$ cat src/rtl/mult_pkg.sv
// Shared types and width helpers for the iterative multiplier.
// State encoding plus digit-count and product-width derivations.
package mult_pkg;

  typedef enum logic [1:0] {
    IDLE = 2'd0,
    CALC = 2'd1,
    DONE = 2'd2
  } state_t;

  function automatic int num_digits(int w2, int dw);
    return w2 / dw;
  endfunction

  function automatic int cnt_width(int n);
    return (n > 1) ? $clog2(n) : 1;
  endfunction

  function automatic int prod_width(int w1, int w2);
    return w1 + w2;
  endfunction

endpackage

$ cat src/rtl/iter_multiplier_wrapper_if.sv
// Operand/result handshake bundle for the iterative multiplier.
// master = operand source and result consumer, slave = multiplier.
interface iter_multiplier_wrapper_if #(
  parameter int INPUT1_WIDTH = 64,
  parameter int INPUT2_WIDTH = 64
);
  logic                                 in_valid;
  logic                                 in_ready;
  logic [INPUT1_WIDTH-1:0]              in0;
  logic [INPUT2_WIDTH-1:0]              in1;
  logic                                 signed_mode;
  logic                                 out_valid;
  logic                                 out_ready;
  logic [INPUT1_WIDTH+INPUT2_WIDTH-1:0] outp;
  logic                                 busy;

  modport master (
    output in_valid, in0, in1, signed_mode, out_ready,
    input  in_ready, out_valid, outp, busy
  );

  modport slave (
    input  in_valid, in0, in1, signed_mode, out_ready,
    output in_ready, out_valid, outp, busy
  );
endinterface

$ cat src/rtl/mult_digit_pp.sv
// Combinational multiplicand x one multiplier digit partial product.
// Output is wide enough that the product never truncates.
module mult_digit_pp #(
  parameter int A_WIDTH = 64,
  parameter int D_WIDTH = 4
) (
  input  logic [A_WIDTH-1:0]         a_i,
  input  logic [D_WIDTH-1:0]         d_i,
  output logic [A_WIDTH+D_WIDTH-1:0] pp_o
);
  localparam int PW = A_WIDTH + D_WIDTH;

  assign pp_o = PW'(a_i) * PW'(d_i);
endmodule

$ cat src/rtl/iter_multiplier_wrapper.sv
// Handshaked digit-serial multiplier, unsigned or signed per operation.
// Works on magnitudes and negates the full-width sum at the end.
module iter_multiplier_wrapper
  import mult_pkg::*;
#(
  parameter int INPUT1_WIDTH = 64,
  parameter int INPUT2_WIDTH = 64,
  parameter int DIGIT_WIDTH  = 4
) (
  input logic                 clk,
  input logic                 rst,
  iter_multiplier_wrapper_if.slave bus
);
  localparam int PW  = prod_width(INPUT1_WIDTH, INPUT2_WIDTH);
  localparam int ND  = num_digits(INPUT2_WIDTH, DIGIT_WIDTH);
  localparam int CW  = cnt_width(ND);
  localparam int PPW = INPUT1_WIDTH + DIGIT_WIDTH;

  state_t                  state_q, state_d;
  logic [INPUT1_WIDTH-1:0] mag0_q, mag0_d;
  logic [INPUT2_WIDTH-1:0] mag1_q, mag1_d;
  logic                    sign_q, sign_d;
  logic [CW-1:0]           cnt_q, cnt_d;
  logic [PW-1:0]           acc_q, acc_d;
  logic [PW-1:0]           outp_q, outp_d;

  logic [DIGIT_WIDTH-1:0]  digit;
  logic [PPW-1:0]          pp;
  logic [PW-1:0]           acc_sum;
  logic                    last;

  assign digit = mag1_q[int'(cnt_q)*DIGIT_WIDTH +: DIGIT_WIDTH];

  mult_digit_pp #(
    .A_WIDTH (INPUT1_WIDTH),
    .D_WIDTH (DIGIT_WIDTH)
  ) u_pp (
    .a_i  (mag0_q),
    .d_i  (digit),
    .pp_o (pp)
  );

  assign acc_sum = acc_q + (PW'(pp) << (int'(cnt_q) * DIGIT_WIDTH));
  assign last    = (cnt_q == CW'(ND - 1));

  always_comb begin
    state_d = state_q;
    mag0_d  = mag0_q;
    mag1_d  = mag1_q;
    sign_d  = sign_q;
    cnt_d   = cnt_q;
    acc_d   = acc_q;
    outp_d  = outp_q;
    unique case (state_q)
      IDLE: begin
        if (bus.in_valid) begin
          mag0_d  = (bus.signed_mode && bus.in0[INPUT1_WIDTH-1])
                  ? -bus.in0 : bus.in0;
          mag1_d  = (bus.signed_mode && bus.in1[INPUT2_WIDTH-1])
                  ? -bus.in1 : bus.in1;
          sign_d  = bus.signed_mode &
                    (bus.in0[INPUT1_WIDTH-1] ^ bus.in1[INPUT2_WIDTH-1]);
          acc_d   = '0;
          cnt_d   = '0;
          state_d = CALC;
        end
      end
      CALC: begin
        acc_d = acc_sum;
        cnt_d = cnt_q + 1'b1;
        if (last) begin
          outp_d  = sign_q ? -acc_sum : acc_sum;
          state_d = DONE;
        end
      end
      DONE: begin
        if (bus.out_ready) state_d = IDLE;
      end
      default: state_d = IDLE;
    endcase
  end

  always_ff @(posedge clk) begin
    if (!rst) begin
      state_q <= IDLE;
      mag0_q  <= '0;
      mag1_q  <= '0;
      sign_q  <= 1'b0;
      cnt_q   <= '0;
      acc_q   <= '0;
      outp_q  <= '0;
    end else begin
      state_q <= state_d;
      mag0_q  <= mag0_d;
      mag1_q  <= mag1_d;
      sign_q  <= sign_d;
      cnt_q   <= cnt_d;
      acc_q   <= acc_d;
      outp_q  <= outp_d;
    end
  end

  assign bus.in_ready  = (state_q == IDLE);
  assign bus.out_valid = (state_q == DONE);
  assign bus.busy      = (state_q != IDLE);
  assign bus.outp      = outp_q;
endmodule

$ cat src/flat_wrapper.sv
// flat-port wrapper written by rule: the top's interface ports become plain ports
module iter_multiplier_wrapper_flat import mult_pkg::*;
#(
  parameter int INPUT1_WIDTH = 64,
  parameter int INPUT2_WIDTH = 64,
  parameter int DIGIT_WIDTH  = 4
)
  (clk, rst, bus_in_valid, bus_in0, bus_in1, bus_signed_mode, bus_out_ready, bus_in_ready, bus_out_valid, bus_outp, bus_busy);
  iter_multiplier_wrapper_if #(.INPUT1_WIDTH(INPUT1_WIDTH), .INPUT2_WIDTH(INPUT2_WIDTH)) bus_i ();
  input logic clk;
  input logic rst;
  input wire logic [$bits(bus_i.in_valid)-1:0] bus_in_valid;
  input wire logic [$bits(bus_i.in0)-1:0] bus_in0;
  input wire logic [$bits(bus_i.in1)-1:0] bus_in1;
  input wire logic [$bits(bus_i.signed_mode)-1:0] bus_signed_mode;
  input wire logic [$bits(bus_i.out_ready)-1:0] bus_out_ready;
  output wire logic [$bits(bus_i.in_ready)-1:0] bus_in_ready;
  output wire logic [$bits(bus_i.out_valid)-1:0] bus_out_valid;
  output wire logic [$bits(bus_i.outp)-1:0] bus_outp;
  output wire logic [$bits(bus_i.busy)-1:0] bus_busy;
  assign bus_i.in_valid = bus_in_valid;
  assign bus_i.in0 = bus_in0;
  assign bus_i.in1 = bus_in1;
  assign bus_i.signed_mode = bus_signed_mode;
  assign bus_i.out_ready = bus_out_ready;
  assign bus_in_ready = bus_i.in_ready;
  assign bus_out_valid = bus_i.out_valid;
  assign bus_outp = bus_i.outp;
  assign bus_busy = bus_i.busy;
  iter_multiplier_wrapper #(.INPUT1_WIDTH(INPUT1_WIDTH), .INPUT2_WIDTH(INPUT2_WIDTH), .DIGIT_WIDTH(DIGIT_WIDTH)) u_core (.clk(clk), .rst(rst), .bus(bus_i));
endmodule
$ cat config.mk
export PLATFORM = sky130hd
export DESIGN_NAME = iter_multiplier_wrapper_flat
export DESIGN_NICKNAME = d
export VERILOG_FILES = /design/src/rtl/mult_pkg.sv /design/src/rtl/iter_multiplier_wrapper_if.sv /design/src/rtl/mult_digit_pp.sv /design/src/rtl/iter_multiplier_wrapper.sv /design/src/flat_wrapper.sv
export SDC_FILE = /design/constraint.sdc
export NUM_CORES = 2
export LEC_CHECK = 0
export BUFFER_PORTS_ARGS = -buffer_cell sky130_fd_sc_hd__buf_2
export CAP_MARGIN = 30
export CORE_AREA = 2 2 287 289
export DETAILED_ROUTE_END_ITERATION = 8
export DIE_AREA = 0 0 289 291
export GPL_TIMING_DRIVEN = 0
export PLACE_DENSITY = 0.72
export SLEW_MARGIN = 20
export SYNTH_ARGS = -nofsm -noshare
export SYNTH_HDL_FRONTEND = slang
export SYNTH_HIERARCHICAL = 1
export SYNTH_SLANG_ARGS = --single-unit
$ cat constraint.sdc
create_clock -name clk -period 12.6 [get_ports clk]
set_clock_uncertainty 0.1 [all_clocks]
set_input_delay 1.26 -clock clk [delete_from_list [all_inputs] [get_ports clk]]
set_output_delay 1.26 -clock clk [all_outputs]
set_load 0.1 [all_outputs]
---- Word level (Yosys, flattened, before mapping) ----
Index checks and enable logic that the tools add are counted.
cells by class
  add/subtract/negate cells ............... 5
  multipliers ............................. 1
  equal/unequal tests ..................... 6
  shifts and indexed selects .............. 2
  multiplexer cells ....................... 11
  bitwise logic cells ..................... 2
  reductions and logical operators ........ 9
operator list
  kind                 count
  $mux 128             2
  $pmux 128 s2         1
  $add 128x128->128    1
  $mux 64              2
  $neg 128->128        1
  $neg 64->64          2
  $shl 68x6->128       1
  $mul 64x4->68        1
  $shiftx 64x7->4      1
  $pmux 4 s2           1
  $mux 2               3
  $pmux 2 s3           1
  $reduce_and 2->1     3
  $add 4x1->4 const B  1
  $eq 4x4->1 const B   1
  $mux 4               1
  $ne 2x2->1 const B   2
  $reduce_bool 2->1    2
  $reduce_and 3->1     1
  $eq 2x1->1 const B   1
  $eq 2x2->1 const B   1
  $logic_and 1x1->1    2
  $logic_not 2->1      1
  $ne 2x1->1 const B   1
  2 further kinds      2
storage, ports and cells
  flip-flop bits (word level) ............. 391
  input bits .............................. 133
  output and inout port bits .............. 131
  word-level logic and storage cells ...... 43

---- Longest topological paths before layout ----
  depth in word-level cells ............... 6
  gate-level depth with buffers ........... 47
  mapped depth without buffers ............ 39

---- By module ----
The synthesis kept the hierarchy.
by module, submodules not included
  module                   instances  cells an instance  area each (um2)  sequential area each (um2)
  iter_multiplier_wrapper  1          4665               34434.3          7827.5
  mult_digit_pp            1          1214               8852.2           0.0

---- Worst setup path after synthesis ----
Ideal clock, no wire load.
  path type ............................... register to register
  from .................................... register u_core.cnt_q[1]
  to ...................................... register u_core.outp_q[114], in the netlist u_core/bus.outp[114]
  library setup time ...................... 0.132 ns
  data arrival time ....................... 10.684 ns
  data required time ...................... 12.368 ns
  path slack .............................. 1.684 ns
  cell stages (with the launch flop) ...... 44
  path through ............................ dfxtp_1 -> clkbuf_1 -> buf_1 -> clkbuf_1 -> mux4_2 -> mux4_2 -> clkbuf_1 -> clkbuf_1 -> and2_1 -> fa_1 -> inv_1 -> fa_1 -> inv_1 -> ha_1 -> buf_6 -> a21oi_4 -> o21ai_1 -> a311o_1 -> [8 not listed] -> o21ai_0 -> nor2_1 -> a21oi_1 -> ha_1 -> clkbuf_1 -> nand4_1 -> nor4_1 -> nand2_1 -> o41ai_1 -> a211oi_1 -> xor2_1 -> or4b_1 -> nand2b_1 -> or3_1 -> or3_4 -> o41ai_2 -> xor2_1 -> a21oi_1
between the ends
  longest elaborated chain between the ends .. 6
RTL lines
  what                    RTL line                       RTL
  start, declared         iter_multiplier_wrapper.sv:23  logic [CW-1:0] cnt_q, cnt_d;
  start signal, assigned  iter_multiplier_wrapper.sv:97  cnt_q <= cnt_d;
  $shiftx 64x7->4 (*)     iter_multiplier_wrapper.sv:32  assign digit = mag1_q[int'(cnt_q)*DIGIT_WIDTH +: DIGIT_WIDTH];
  via u_core.digit[3]     iter_multiplier_wrapper.sv:27  logic [DIGIT_WIDTH-1:0] digit;
  $mul 64x4->68 (*)       mult_digit_pp.sv:13            assign pp_o = PW'(a_i) * PW'(d_i);
  via u_core.pp[67]       iter_multiplier_wrapper.sv:28  logic [PPW-1:0] pp;
  $shl 68x6->128 (*)      iter_multiplier_wrapper.sv:43  assign acc_sum = acc_q + (PW'(pp) << (int'(cnt_q) * DIGIT_WIDTH));
  $add 128x128->128 (*)   iter_multiplier_wrapper.sv:43
  $neg 128->128           iter_multiplier_wrapper.sv:72  outp_d = sign_q ? -acc_sum : acc_sum;
  $mux 128 (*)            iter_multiplier_wrapper.sv:72
  end signal, assigned    iter_multiplier_wrapper.sv:99  outp_q <= outp_d;
  end, declared           iter_multiplier_wrapper.sv:25  logic [PW-1:0] outp_q, outp_d;
Mark *: on every way through the listed nets, which the timed path passes. The rest lies on a longest branch.
A chain may end at the register's enable or synchronous reset.

---- Worst setup path after layout ----
  from .................................... register u_core.cnt_q[0]
  to ...................................... register u_core.outp_q[113], in the netlist u_core/bus.outp[113]
The elaborated chain is that of the path after synthesis.

==> flow_summary.ini <==
[run_status]
status = complete, but fails checks
failed_checks = DRC, setup timing

[cts]
clk-insertion-delay-late_ps = 640
clock-sinks = 391
cts_tree = done
cts_made_buffers = 48
clk_pin_slew_ps = 70
htreeDepth = 2
clock_path_buffers = 3
cts-root-buf = clkbuf_16
cts.hold.buffers_added = 0

[critical_path]
crit_type = reg2reg
timing.rr.end = u_core/bus.outp[113]
critPathArrivalTime_ps = 13270
crit_family = compound AO/OA/AOI/OAI gates
critPathBufInv = 8
cp_max_fo = 10
r2r_cells = 43
worstSetupStartpointType = flip-flop
rrSetupSlack_ps = -240
worst_setup_path_end_kind = flip-flop
reg2reg_from = u_core/cnt_q[0]
crit_required_ps = 13030
critPathSlowestCell = mux4_2
critPathMaxStageDelay_ps = 680

[sta]
slew_viol_final = 0
setup_ws_ps = -237
hold_viol_final = 0
max_freq_mhz = 77.9
timing.slew.headroom = 0.229
worstMarginPinSlew_ps = 1150
hold_ws_ps = 376
finalSetupViolCount = 7
period_minus_slack_ps = 12840
post-route-period-util = 1.02

[floorplan]
die_h_um = 291
row_count = 105
dieArea_sq_um = 84100
core_area_sq_um = 81200
die_w_um = 289
pin_count = 264
start_util = 0.533

[grt]
overflow = 0
gr-usage-all-layers = 0.475
antenna_found_initial = 14
grt_max_degree = 15
grt_pass1_vias = 45700
grt_pass1_wl_mm = 296

[routing]
ant_nets = 0
drc = 2
wire_per_inst_um = 28.2
wirelength_mm = 209
viasPerCell = 6.68
vias = 49400
dr.first_iter.drc_count = 5369
drt-pass1-iter-count = 9

[finish]
num-nets-final = 6740
area_delta_synth_final_pct = 17.8
mostFrequentLayoutCells = nand2_1, dfxtp_1, a21oi_1
fin_cells = 7398
drive_above_1_share = 0.163
final_common_cell = nand2_1

[run]
cap_violations = 0

[yosys]
synth.net_count = 6340
ys_types = 108
synth-seq-area-share = 0.181
synth_area_per_cell_sq_um = 7.36
syn_inst = 5879
yosys_register_bits = 391
synth_edf_count = 0
synth_top_flop_cell = dfxtp_1
ys_async_sr_fraction = 0
yosys_warnings = 6
syn_area_sq_um = 43300

[power]
power.leakage_nw = 22.0
power_density_nw_per_um2 = 84.3
peakVddDrop_mv = 0.0991

[min_path]
hold_path.startpoint = u_core/bus.outp[127]
holdPathStages = 2
min_path_type = reg2reg
holdPathEnd = u_core/bus.outp[127]

[place]
place.gp.congestion = 1.08
dp_cells = 7229
port_buffers = 262
hpwl_mm = 165
==> cells in the mapped netlist (75+ instances only) <==
cell / count / area share
a21boi_0: 102 / 0.018
nand3_1: 244 / 0.028
xor2_1: 185 / 0.037
inv_1: 292 / 0.025
mux2i_1: 85 / 0.020
nor3_1: 101 / 0.012
a21o_1: 75 / 0.013
clkbuf_1: 310 / 0.027
and2_1: 317 / 0.046
xnor2_1: 190 / 0.038
dfxtp_1: 391 / 0.18
nand2_1: 764 / 0.066
fa_1: 125 / 0.058
ha_1: 203 / 0.059
o21ai_0: 415 / 0.048
nand4_1: 136 / 0.020
nor2_1: 376 / 0.033
a21oi_1: 423 / 0.049
o211a_1: 195 / 0.045
==> cell type report <==
type	instances	area, sq um
inverters	293	1100
well taps	1070	1340
clock buffers	64	1350
fillers	7305	30200
clock inverters	23	315
repair buffers	393	2420
multi-input cells	4817	35200
flip-flops and latches	391	7830
diodes	12	30.0
plain buffers	335	1400
==> repair_timing <==
| item | in CTS | in global routing |
|---|---|---|
| endpoints found under the hold margin | 0 | 0 |
| resized for setup | 285 | 243 |
| pin swaps | 36 | 67 |
| setup endpoints to repair | 125 | 68 |
| gates cloned | 0 | 1 |
| setup buffers | 36 | 70 |
==> logic make-up after synthesis <==
group / synth area share
buffers and inverters: 0.0593
AO/OA/AOI/OAI: 0.261
multiplexers: 0.0478
flip-flops: 0.181
XOR/XNOR: 0.0759
AND/OR/NAND/NOR: 0.259
adder cells (fa/ha/maj): 0.116
==> registers in the layout (all words and copies together) (netlist names) <==
signal           cells
u_core/acc_q       128
u_core/bus.outp    128
u_core/mag0_q       64
u_core/mag1_q       64
u_core/cnt_q         4
u_core/state_q       2
u_core/sign_q        1
==> metrics by stage <==
stage / total power (W) / utilization / cell area [sq um] / setup WS (ps) / TNS [ps]
global placement: 0.00263 / 0.566 / 45900 / -3270 / -168330
detailed placement: 0.00265 / 0.569 / 46200 / -3110 / -175080
floorplan: 0.00219 / - / 43300 / 1680 / 0
finish: 0.00430 / 0.628 / 51000 / -237 / -671
CTS: 0.00418 / 0.607 / 49300 / 29.8 / 0
global route: 0.00442 / 0.628 / 51000 / -252 / -1060
==> power by group <==
| part | internal [W] | switching [W] | leakage (nW) |
|---|---|---|---|
| clock | 0.000849 | 0.000638 | 0.794 |
| combinational | 0.000481 | 0.00101 | 18.0 |
| sequential | 0.00128 | 0.0000418 | 3.18 |
| total | 0.00261 | 0.00169 | 22.0 |
==> worst max-delay path by stage <==
stage                    startpoint              endpoint  slack (ps)  cells past startpoint
floorplan           u_core/cnt_q[1]  u_core/bus.outp[114]        1680                     43
global placement    u_core/cnt_q[1]  u_core/bus.outp[124]       -3270                     45
detailed placement  u_core/cnt_q[1]  u_core/bus.outp[124]       -3110                     41
CTS                 u_core/cnt_q[1]  u_core/bus.outp[124]          30                     44
global route        u_core/cnt_q[0]  u_core/bus.outp[113]        -250                     41
finish              u_core/cnt_q[0]  u_core/bus.outp[113]        -240                     43
==> worst register-to-register path, delay by kind of cell, from the launching register on <==
kind,cells,cell delay (ps)
AO/OA/AOI/OAI,13,3330
AND/OR/NAND/NOR,11,2730
multiplexers,5,2120
adder cells (fa/ha/maj),4,1890
buffers and inverters,8,1460
XOR/XNOR,2,740
flip-flops,1,360
==> routing by layer <==
| metal | up-vias | GRT usage | wire length [um] |
|---|---|---|---|
| met5 | - | 0 | 59 |
| met4 | 10 | 0.332 | 18500 |
| met3 | 836 | 0.153 | 25200 |
| met2 | 3129 | 0.721 | 89100 |
| met1 | 23600 | 0.565 | 76100 |
| li1 | 21900 | - | - |
Power figures use the tool's default switching activity.
